<file path="config.mk">
export PLATFORM = sky130hd
export DESIGN_NAME = ifetch_buffered
export DESIGN_NICKNAME = d
export VERILOG_FILES = /design/src/rtl/ifetch_buffered.sv
export SDC_FILE = /design/constraint.sdc
export NUM_CORES = 1
export LEC_CHECK = 0
export CORE_MARGIN = 4
export CORE_UTILIZATION = 45
export DETAILED_ROUTE_END_ITERATION = 7
export GPL_ROUTABILITY_DRIVEN = 0
export PLACE_DENSITY = 0.71
export SETUP_SLACK_MARGIN = 0.3
export SLEW_MARGIN = 20
export SYNTH_ARGS = -nofsm -noshare
export SYNTH_HDL_FRONTEND = slang
export SYNTH_SLANG_ARGS = --single-unit
export TNS_END_PERCENT = 30
</file>
<file path="constraint.sdc">
create_clock -name clk_i -period 4.5 [get_ports clk_i]
set_clock_uncertainty 0.15 [all_clocks]
set_input_delay 0.675 -clock clk_i [delete_from_list [all_inputs] [get_ports clk_i]]
set_output_delay 0.675 -clock clk_i [all_outputs]
set_load 0.005 [all_outputs]
</file>
<file path="src/rtl/ifetch_buffered.sv">
// Instruction fetch unit: PC generation, 1-cycle synchronous imem reads, prefetch FIFO
// with redirect flush, and UPG memory-port mux. Define IFETCH_PERF_EN for perf counters.
module ifetch_buffered #(
  parameter int                ADDR_W     = 14,
  parameter int                DATA_W     = 32,
  parameter logic [ADDR_W-1:0] RESET_PC   = '0,
  parameter int                PC_STEP    = 4,
  parameter int                FIFO_DEPTH = 4
) (
  input  logic              clk_i,
  input  logic              rst_n,
  input  logic              redirect_i,
  input  logic [ADDR_W-1:0] redirect_addr_i,
  input  logic              ready_i,
  output logic              valid_o,
  output logic [DATA_W-1:0] instr_o,
  output logic [ADDR_W-1:0] addr_o,
  output logic              imem_en_o,
  output logic              imem_we_o,
  output logic [ADDR_W-1:0] imem_addr_o,
  output logic [DATA_W-1:0] imem_wdata_o,
  input  logic [DATA_W-1:0] imem_rdata_i,
  input  logic              upg_rst_i,
  input  logic              upg_wen_i,
  input  logic [ADDR_W-1:0] upg_addr_i,
  input  logic [DATA_W-1:0] upg_data_i,
`ifdef IFETCH_PERF_EN
  output logic [31:0]       perf_fetch_o,
  output logic [31:0]       perf_stall_o,
`endif
  input  logic              upg_done_i
);

  localparam int                PTR_W   = (FIFO_DEPTH > 1) ? $clog2(FIFO_DEPTH) : 1;
  localparam int                CNT_W   = PTR_W + 1;
  localparam logic [ADDR_W-1:0] STEP    = ADDR_W'(PC_STEP);
  localparam logic [CNT_W:0]    DEPTH_X = (CNT_W+1)'(FIFO_DEPTH);

  typedef enum logic {RUN = 1'b0, LOAD = 1'b1} mode_t;

  mode_t             mode;
  logic              kickoff;
  logic              restart;
  logic              issue;
  logic              push;
  logic              pop;
  logic              flush;
  logic [ADDR_W-1:0] pc;
  logic              vld_p1;
  logic [ADDR_W-1:0] addr_p1;
  logic [PTR_W-1:0]  rd_ptr;
  logic [PTR_W-1:0]  wr_ptr;
  logic [CNT_W-1:0]  count;
  logic [CNT_W:0]    credit;
  logic [DATA_W-1:0] instr_mem [FIFO_DEPTH];
  logic [ADDR_W-1:0] addr_mem  [FIFO_DEPTH];

  assign kickoff = upg_rst_i | upg_done_i;
  // First RUN cycle after a load only reloads the PC; fetch resumes a cycle later.
  assign restart = kickoff && (mode == LOAD);
  assign flush   = !kickoff || redirect_i;
  assign credit  = {1'b0, count} + (CNT_W+1)'(vld_p1);
  assign issue   = !rst_n && kickoff && !restart && !redirect_i && (credit < DEPTH_X);
  assign push    = vld_p1 && !flush;
  assign valid_o = kickoff && (count != '0);
  assign pop     = valid_o && ready_i && !redirect_i;
  assign instr_o = instr_mem[rd_ptr];
  assign addr_o  = addr_mem[rd_ptr];

  always_comb begin
    imem_en_o    = 1'b0;
    imem_we_o    = 1'b0;
    imem_addr_o  = pc;
    imem_wdata_o = '0;
    if (!kickoff && !rst_n) begin
      imem_en_o    = upg_wen_i;
      imem_we_o    = upg_wen_i;
      imem_addr_o  = upg_addr_i;
      imem_wdata_o = upg_data_i;
    end else if (issue) begin
      imem_en_o = 1'b1;
    end
  end

  // Stage p0 -> p1: issue bookkeeping, mode tracking and FIFO control
  always_ff @(posedge clk_i) begin
    if (rst_n) begin
      mode   <= RUN;
      pc     <= RESET_PC;
      vld_p1 <= 1'b0;
      rd_ptr <= '0;
      wr_ptr <= '0;
      count  <= '0;
    end else begin
      mode   <= kickoff ? RUN : LOAD;
      vld_p1 <= issue;
      if (flush) begin
        rd_ptr <= '0;
        wr_ptr <= '0;
        count  <= '0;
      end else begin
        if (push) wr_ptr <= wr_ptr + PTR_W'(1);
        if (pop)  rd_ptr <= rd_ptr + PTR_W'(1);
        count <= count + CNT_W'(push) - CNT_W'(pop);
      end
      if (restart)
        pc <= RESET_PC;
      else if (kickoff && redirect_i)
        pc <= redirect_addr_i;
      else if (issue)
        pc <= pc + STEP;
    end
  end

  always_ff @(posedge clk_i) begin
    addr_p1 <= pc;
  end

  // Stage p1 -> FIFO: the returning read word is paired with its issue address
  always_ff @(posedge clk_i) begin
    if (rst_n) begin
      for (int i = 0; i < FIFO_DEPTH; i++) begin
        instr_mem[i] <= '0;
        addr_mem[i]  <= '0;
      end
    end else if (push) begin
      instr_mem[wr_ptr] <= imem_rdata_i;
      addr_mem[wr_ptr]  <= addr_p1;
    end
  end

`ifdef IFETCH_PERF_EN
  function automatic logic [31:0] sat_inc(input logic [31:0] v);
    return (v == 32'hFFFF_FFFF) ? v : v + 32'd1;
  endfunction

  // Counters hold their value while a program load is in progress
  always_ff @(posedge clk_i) begin
    if (rst_n) begin
      perf_fetch_o <= '0;
      perf_stall_o <= '0;
    end else if (kickoff) begin
      if (pop)                 perf_fetch_o <= sat_inc(perf_fetch_o);
      if (valid_o && !ready_i) perf_stall_o <= sat_inc(perf_stall_o);
    end
  end
`endif

endmodule

</file>
==> results.md <==
- Largest area contributor in the synthesized netlist: edfxtp_1
- I/O pin count: slightly below 200
- Pint: 3.511 mW
- Clock power share: 0.387
- CTS Hold Buffers Added: 0
- Die H: 154.1 um
- Latest clock arrival within the worst-skew pair: between 400 and 500 ps
- Synth Flop Type: edfxtp_1
- Synth Area in Compound Gates: 0.01758
- HP Class: reg -> reg
- Crit path max-delay family: buffers and inverters
- Remaining DRCs: 0
- Main combinational cell family by area after synthesis: simple AND/OR/NAND/NOR gates
- WP data required: around 3700 ps
- Longest Clk Path Bufs: 3
- CTS tree: yes
- Layout net count: ~1000
- Ant. Diodes: 0
- Peak Freq: approximately 280 MHz
- WP buf/inv: 3
- Ys async rst share: 0
- Critical path class: in -> out
- Ys Warns: 0
- FF+latch area: 0.006311 mm2
- # port buffers: between 150 and 200
- Number of setup buffers added after CTS: 0
- Layout cells sized above 1: 0.1301
- Area of the multi-input gates: approximately 0.003 mm2
- Minimum clock period: between 3000 and 4000 ps
- Post-Syn Instances: ~700
- Crit path arrival time: between 2000 and 3000 ps
- Register area share after synthesis: 0.6565
- Max cap viols: 0
- Fin area: about 0.013 mm2
- Outcome: finished, final reports clean
- Power Dens Cells: between 300 and 400 mW/mm2
- Row count: between 50 and 60
- Slack of the critical path: 880.6 ps
- Root Driver: clkbuf_16
- Crit path max fanout: 48
- Setup Total Neg Slack: 0 ps
- Power, Total: 4.409 mW
- Vias in the first global route: 6335
- Final global-route overflow total: 0
- WL final: 21.78 mm
- Peak supply drop: approximately 0.19 mV
- Rel. slew slack: 0.3614
- Initial DRC count: roughly 420
- Die width: between 150 and 200 um
- Synth top area share: 0.5752
- DP Wirelength: between 10 and 15 mm
- Die area: between 0.02 and 0.025 mm2
- Critical Path Most Common Cell: clkdlybuf4s50_1
- Initial core utilization: 0.4569
- Post-synth EDFFs: 184
- Syn nets: just over 800
- Area contributors post-synth: edfxtp_1 (58%), mux4_2 (11%), dfxtp_1 (8.1%)
- Remaining antenna violation count: 0
- FILL cells: 1693
- Post-Synth Simple-Gate Area: 0.1357
- First-pass GRT wire length: 34.00 mm
- Area growth, synth to finish: 30.66%
- CP peak stage delay: between 400 and 500 ps
- Vias after detailed routing: 6035
- Register share of total power: 0.534
- Gr usage total: 0.1822
- Fin. Hold Viols: 0
- #FFs+latches synth: 223
- Combinational power share: 0.079
- RSZ-0062 raised after global routing: false
- Startpoint types: input port
- Actual slew at the worst max-slew pin: around 950 ps
- Adder-cell share of the synthesized area: 0.007295
- # resized after CTS: 0
- Placement Cell Area: between 0.01 and 0.015 mm2
- Critical Path End Type: primary output
- Mean Syn Cell Area: 13.70 um2
- Sw Ratio: 0.2038
- DR pass1 iterations: 4
- CTS sink cnt: about 220
- Largest net degree at the start of global routing: 49
- CP max stage cell: clkdlybuf4s50_1
- Clock slew at reported path FFs: 50 ps
- Vias/cell: about 5
- Routed len/inst: around 18 um
- Antenna violations before repair: 0
- Tcrit/Tclk final: 0.8043
- Cts bufs inserted: 23
- Core area: 0.02102 mm2
- H-tree level count: 1
- Sw power: between 800 and 900 uW
- LEAKAGE: 4.838 nW
- Critical path, cell by cell: clkdlybuf4s50_1, or2_1, nor2_2, buf_4, mux2_2, clkdlybuf4s50_1
- Xor and xnor area share after synthesis: 0.01550
- Post-synthesis cell area: just under 0.01 mm2
- Placement Setup Slack: around 860 ps
- Finish-stage setup viols: 0
- Mux contribution to synthesized area: 0.1274
- Fin. max-slew vios: 0
- Yosys cell types: between 40 and 50
## sequential cells by signal (all words and copies together) (netlist names), named ones only
name and count:
addr_mem 56, addr_p1 14, count 3, instr_mem 128, mode 1, pc 14
rd_ptr 2, vld_p1 1, wr_ptr 2
## Yosys cell counts, types with 2 or more instances
library cell  number
a21oi_1           13
and2_1            70
and3_1             8
and4_1             2
buf_1              4
buf_2             14
clkbuf_1          15
clkbuf_2           5
dfxtp_1           39
edfxtp_1         184
ha_1               4
inv_1             53
mux2_2            14
mux2i_1            3
mux4_2            46
nand2_1           50
nand2b_1           3
nand3_1            7
nand4_1            5
nor2_1           114
o21ai_0           11
o21bai_1           2
or2_2              2
xnor2_1            2
xor2_1            15
## area by class of cell
cell class / instances / area share
inverter: 53 / 0.01585
multi-input combinational: 385 / 0.2343
timing repair buffer: 207 / 0.1663
sequential: 223 / 0.5028
tap: 275 / 0.02741
clock buffer: 33 / 0.05124
clock inverter: 6 / 0.002094
## worst paths after layout
kind              startpoint          endpoint  slack (ps)  cells past startpoint
setup / recovery  upg_done_i   imem_addr_o[11]         880                      6
hold / removal         pc[1]        addr_p1[1]         250                      0
setup reg to reg   wr_ptr[0]  instr_mem[2][23]        2160                      4
hold reg to reg        pc[1]        addr_p1[1]         250                      0
## metrics by stage
step                      hold WS (ps)  std cells  utilization
after floorplan                  197.1        701            -
after CTS                        254.3       1182       0.5970
final                            248.6       1182       0.5970
after global routing             264.1       1182       0.5970
after global placement           245.4       1143       0.5652
after detailed placement         245.9       1143       0.5652
## power by group through the flow
stage,registers (mW),logic (mW),clock network (mW)
after floorplan,2.39,0.132,0
after global placement,2.40,0.350,0
after detailed placement,2.40,0.353,0
after CTS,2.36,0.355,1.74
after global routing,2.37,0.375,1.83
final,2.36,0.347,1.71
## kinds of logic after synthesis
| group | after synthesis |
|---|---|
| AOI/OAI and AO/OA | 30 |
| xor gates and xnor gates | 17 |
| adders and majority gates | 5 |
| buffers and inverters | 93 |
| DFF | 223 |
| muxes | 63 |
| and+or+nand+nor | 270 |
## metal layers
metal | track usage | vias to the layer above | routed length [um]
li1 | - | 2846 | -
met1 | 0.2286 | 2935 | 8507
met2 | 0.3284 | 230 | 11360
met3 | 0.03743 | 24 | 1628
met4 | 0.03659 | 0 | 282
met5 | 0 | - | 0
## layout by cell type, fill, tap and decap left out, types with 10 or more instances in the layout
| master | synthesis | routed |
|---|---|---|
| dfxtp_1 | 39 | 37 |
| xor2_1 | 15 | 15 |
| buf_4 | 1 | 10 |
| edfxtp_1 | 184 | 184 |
| mux2_2 | 14 | 14 |
| nor2_1 | 114 | 114 |
| o21ai_0 | 11 | 11 |
| clkbuf_16 | 0 | 23 |
| mux4_2 | 46 | 46 |
| nand2_1 | 50 | 50 |
| inv_1 | 53 | 53 |
| clkdlybuf4s50_1 | 0 | 193 |
| and2_1 | 70 | 70 |
| a21oi_1 | 13 | 13 |
Note: power is estimated with default switching activity, not from simulation.
